<file path="src/rtl/pc_stack.sv">
// Program counter with a LIFO return-address stack for call/ret.
// Define PC_STACK_ERR_EN to build the sticky stack_err misuse flag.
module pc_stack #(
  parameter int unsigned WIDTH = 16,
  parameter int unsigned DEPTH = 8,
  parameter int unsigned STEP  = 1
) (
  input  logic                       clk,
  input  logic                       reset,
  input  logic [WIDTH-1:0]           in,
  input  logic                       load,
  input  logic                       inc,
  input  logic                       call,
  input  logic                       ret,
  output logic [WIDTH-1:0]           out,
  output logic [$clog2(DEPTH+1)-1:0] sp,
  output logic                       stack_full,
  output logic                       stack_empty,
  output logic                       stack_err
);

  localparam int unsigned SpW  = $clog2(DEPTH + 1);
  localparam int unsigned IdxW = (DEPTH > 1) ? $clog2(DEPTH) : 1;
  localparam logic [WIDTH-1:0] StepW = WIDTH'(STEP);

  logic [WIDTH-1:0] out_q, out_d;
  logic [SpW-1:0]   sp_q, sp_d;
  logic [WIDTH-1:0] stack_q [DEPTH];
  logic [WIDTH-1:0] ret_addr;
  logic [IdxW-1:0]  push_idx, pop_idx;
  logic             push;
  logic             full, empty;

  assign full     = (sp_q == SpW'(DEPTH));
  assign empty    = (sp_q == '0);
  assign ret_addr = out_q + StepW;
  assign push_idx = IdxW'(sp_q);
  assign pop_idx  = IdxW'(sp_q - SpW'(1));

  // Priority: ret > call > load > inc > hold; reset overrides in the registers.
  always_comb begin
    out_d = out_q;
    sp_d  = sp_q;
    push  = 1'b0;
    if (ret) begin
      if (!empty) begin
        out_d = stack_q[pop_idx];
        sp_d  = sp_q - SpW'(1);
      end
    end else if (call) begin
      out_d = in;
      if (!full) begin
        push = 1'b1;
        sp_d = sp_q + SpW'(1);
      end
    end else if (load) begin
      out_d = in;
    end else if (inc) begin
      out_d = ret_addr;
    end
  end

  always_ff @(posedge clk) begin
    if (reset) begin
      out_q <= '0;
      sp_q  <= '0;
    end else begin
      out_q <= out_d;
      sp_q  <= sp_d;
    end
  end

  // Entries need no reset: anything at or above sp is never read.
  always_ff @(posedge clk) begin
    if (push && !reset) begin
      stack_q[push_idx] <= ret_addr;
    end
  end

`ifdef PC_STACK_ERR_EN
  logic err_q;
  logic err_ev;

  assign err_ev = (ret && empty) || (!ret && call && full);

  always_ff @(posedge clk) begin
    if (reset) begin
      err_q <= 1'b0;
    end else if (err_ev) begin
      err_q <= 1'b1;
    end
  end

  assign stack_err = err_q;
`else
  assign stack_err = 1'b0;
`endif

  assign out         = out_q;
  assign sp          = sp_q;
  assign stack_full  = full;
  assign stack_empty = empty;

endmodule

</file>
<file path="config.mk">
export PLATFORM = sky130hd
export DESIGN_NAME = pc_stack
export DESIGN_NICKNAME = d
export VERILOG_FILES = /design/src/rtl/pc_stack.sv
export SDC_FILE = /design/constraint.sdc
export NUM_CORES = 1
export LEC_CHECK = 0
export ABC_AREA = 1
export CAP_MARGIN = 10
export CORE_AREA = 2 2 82 162
export CTS_CLUSTER_SIZE = 40
export DETAILED_ROUTE_END_ITERATION = 8
export DIE_AREA = 0 0 84 164
export PLACE_DENSITY = 0.8
export SLEW_MARGIN = 20
export SYNTH_ARGS = -nofsm -noshare
export SYNTH_HDL_FRONTEND = slang
export SYNTH_SLANG_ARGS = --single-unit
export TNS_END_PERCENT = 50
</file>
<file path="constraint.sdc">
create_clock -name clk -period 4.4 [get_ports clk]
set_input_delay 0.66 -clock clk [delete_from_list [all_inputs] [get_ports clk]]
set_output_delay 0.66 -clock clk [all_outputs]
set_load 0.05 [all_outputs]
</file>
; After elaboration in Yosys (flattened, before gate mapping)
; Memories as Yosys holds them, arrays and structs flattened.
; Cells that the tools add are included.
[word_totals]
regBits = 20
mem_bits_rw = 128
out_inout_bits = 23
word_cells = 30
memories = 1
[mem_list]
columns = name, depth, word_bits, read_ports, rd_ports_with_merged_regs, wr, line_no
row1 = stack_q, 8, 16, 1, 0, 1, 28  ; logic [WIDTH-1:0] stack_q [DEPTH];
[classes]
addsub = 3
eq_ne = 3
muxes = 14
n_reduce_logical = 7
[ops]
columns = operator, n
row1 = 16-bit 2-to-1 mux, 5
row2 = "16-bit by 1-bit adder with 16-bit output, second input constant", 1
row3 = 4-bit 2-to-1 mux, 4
row4 = 1-bit 2-to-1 mux, 5
row5 = "4-bit by 1-bit adder with 4-bit output, second input constant", 1
row6 = "4-bit equality test, second input constant", 1
row7 = 4-bit logical NOT, 1
row8 = "2-bit inequality test, second input constant", 2
row9 = 4-bit nonzero test, 1
row10 = "4-bit by 1-bit subtractor with 4-bit output, second input constant", 1
row11 = 3-bit AND reduction, 1
row12 = 2-bit AND reduction, 1
row13 = 2-bit nonzero test, 1
row14 = 1-bit logical AND, 1
row15 = 1-bit logical NOT, 1

; Depth between registers and ports, before layout
[logic_depth]
ltp_word = 7
mapped_depth = 15
ltp_nobuf = 11

; Worst setup path before layout
; No wires, ideal clock.
[synth_path]
kind = register -> register
from = reg sp_q[0], in the netlist sp[0]
to = mem stack_q[0][0] (enable)
setup_ns = 0.409
arrival_time_ns = 3.119
required_time_ns = 3.991
slack_ns = 0.871
path_stages_with_launch = 11
synth_period_minus_slack_ns = 3.529
path_cell_list = dfxtp_1 > buf_2 > inv_2 > buf_6 > buf_2 > ha_1 > nand2_4 > o21ai_0 > nor3_1 > nand2_1 > nor3_1
[synth_via]
elab_chain_cells = 7
[synth_rtl]
columns = element, line_no
row1 = "start, declared", 27  ; logic [SpW-1:0] sp_q, sp_d;
row2 = "start signal, assigned", 69  ; sp_q <= sp_d;
row3 = 4-bit equality test, 34  ; assign full = (sp_q == SpW'(DEPTH));
row4 = 1-bit 2-to-1 mux, 52  ; if (!full) begin
row5 = 1-bit 2-to-1 mux, 50  ; end else if (call) begin
row6 = 1-bit 2-to-1 mux, 45  ; if (ret) begin
row7 = 1-bit logical AND, 75  ; if (push && !reset) begin
row8 = 1-bit 2-to-1 mux, 75
row9 = 1-bit 2-to-1 mux (not written as such), 76  ; stack_q[push_idx] <= ret_addr;
row10 = "end, declared", 28
; Parallel ways exist; a longest one is shown, timed or not.

; Worst setup path after layout
[layout_path]
from = reg sp_q[0], in the netlist sp[0]
to = out sp[0]
[layout_rtl]
columns = element, line_no
row1 = "end, declared", 16  ; output logic [$clog2(DEPTH+1)-1:0] sp,
; No word-level cell between the ends.

==> out/metrics.cfg <==
[finish]
multi_input_area_sq_um=2090
finish.utilization_pct=62.0
antenna_cells=0
area_growth_pct=16.1
layout.nets=751
fin_area_sq_um=7780
drive_gt1_share_pct=8.40
seq_area_sq_um=4250
n_fill_cell=928

[global_routing]
grt_pass1_wl_mm=25.2
antenna_found_initial=0
grt_use_total_pct=24.1
grt_pass1_vias=5168
grt_max_degree=80
overflow=0

[place]
dp_slack_ps=1610
numPortBuffers=43
globalplace.congestion=0.879
hpwlAfterDp_mm=10.5
placed_area_sq_um=7220

[die]
start_util_pct=53.4
design.die.area_sq_um=13800
core_area_sq_um=12600
num_rows=58
ios=45
die_h_um=164
die_w_um=84

[yosys]
yosysWarnings=0
netlist_instances=684
ys_seq_area_share_pct=63.3
netlist_area_sq_um=6700
async_reset_ff_share_pct=0
synth_top_area_share_pct=57.3
yosys_most_used_dff=edfxtp_1
synthDistinctLibCells=31
synth_edf_count=128
yosys.area.top_type=edfxtp_1
synthTopCellsByCount=nand2_1 (147), nor2_1 (129), edfxtp_1 (128)
synth-seq-cells=148
yosysMostFrequentCell=nand2_1
synth.avg_cell_area_sq_um=9.80
synth_area_leaders=edfxtp_1 (57%), nand2_1 (8.2%), nor2_1 (7.2%)
synth_nets=709

[pwr]
ir_worst_vdd_v=0.000432
powerDensity_nw_per_um2=570
total_power_mw=4.44
power.leakage_nw=2.93

[timing]
hold_viol_final=0
min_period_over_period_pct=68.2
fin_ws_ps=1400
setup_viol=0
rsz0062_at_grt=false
period_minus_slack_ps=3000
tns_ps=0
max_slew.worst_pin.slew_ps=827
clock_skew_ps=8.50
final_max_slew_viol_count=0
max_freq_mhz=333
relSlewSlack_pct=44.8

[critical_path]
max_stage_delay_ps=940
cp.required_ps=3740
worst_setup_path_start_kind=flip-flop
cp_max_fo=79
worst_ep_arrival_time_ps=2340
critPathKind=flip-flop to output port
ff2ff_path_depth=8
crit_slowest_cell=clkdlybuf4s50_1
worstSetupEndpointType=output port
path_cells=buf_4 -> clkdlybuf4s50_1

[hold_path]
hold_depth=2
hp-class=flip-flop to flip-flop

[clocking]
cts_setup_buffers=0
cts_buffers=17
clkTransAtPathRegs_ps=60
hold_buffers=0
cts.repair.resized=0
insertion_delay_ps=420
clock_path_buffers=2
cts_tree=built
clock_sinks=148
htreeDepth=4
cts-root-buf=clkbuf_16

[detailed_routing]
detail-route-antenna-nets=0
dr.pass1.iters=5
wire_per_inst_um=17.9
initialDrtViolationCount=609
vias=5088
viasPerCell=5.73
wirelength_mm=15.9
drc_errors=0

[flow_run]
cap_violations=0

[outcome]
status=finished clean

-- worst max-delay path, delay by kind of cell (launching register included) --
kind,cells,cell delay (ps)
DFF,1,330
buffers and inverters,2,1560
-- kinds of logic (layout without fill, tap and decap cells) --
group                    Yosys count  count (layout)  synth area share, %
other                              1               1               0.0559
buffers and inverters             75             129                 5.64
flip-flops                       148             148                 63.3
adder cells (fa/ha/maj)            3               3                0.560
AO/OA/AOI/OAI                    122             122                 9.43
XOR/XNOR                           9               9                 1.18
AND/OR/NAND/NOR                  326             326                 19.8
-- placed cells by master, fill, tap and decap left out, drive strengths merged --
master / count
a21oi: 40
buf: 13
bufinv: 2
clkbuf: 18
clkdlybuf4s50: 43
clkinv: 5
clkinvlp: 5
conb: 1
dfxtp: 20
edfxtp: 128
ha: 3
inv: 43
nand2: 152
nand3: 33
nand3b: 1
nand4: 4
nor2: 133
nor3: 3
o21ai: 75
o22ai: 6
o31ai: 1
xnor2: 3
xor2: 6
-- stage by stage --
stage,hold WS (ps),cells
2_1_floorplan,612,684
3_3_place_gp,569,857
3_5_place_dp,588,857
4_1_cts,596,888
5_1_grt,648,888
6_report,597,888
-- cell type report --
cell class / instances / area share, %
Sequential cell: 148 / 54.5
Multi-Input combinational cell: 461 / 26.9
Timing Repair Buffer: 56 / 6.78
Clock buffer: 18 / 5.51
Tap cell: 150 / 2.41
Inverter: 42 / 2.12
Clock inverter: 13 / 1.74
-- final timing paths --
path                                          from                       to  slack, ps
worst max-delay path            sp[0]$_SDFFE_PP0P_                    sp[0]       1400
worst min-delay path            sp[3]$_SDFFE_PP0P_       sp[3]$_SDFFE_PP0P_        600
worst max register to register  sp[1]$_SDFFE_PP0P_  stack_q[4][9]$_DFFE_PP_       1750
worst min register to register  sp[3]$_SDFFE_PP0P_       sp[3]$_SDFFE_PP0P_        600
-- state kept, by name, indices dropped and copies added (netlist names) --
register / count
out: 16
stack_q: 128
sp: 4
-- layer usage --
metal | vias to the layer above | part of all wire [%] | GRT usage [%]
li1 | 2388 | - | -
met1 | 2346 | 35 | 25.4
met2 | 283 | 53 | 43.8
met3 | 71 | 7.0 | 5.08
met4 | 0 | 5.0 | 14.0
met5 | - | 0 | 0
-- power by group --
part	leakage, nW	switching (mW)	total (mW)	internal [mW]
Sequential	1.34	0.0906	1.79	1.70
Clock	0.264	0.544	1.37	0.827
Combinational	1.33	0.913	1.28	0.364
Total	2.93	1.55	4.44	2.89
(Power assumes the default switching activity.)
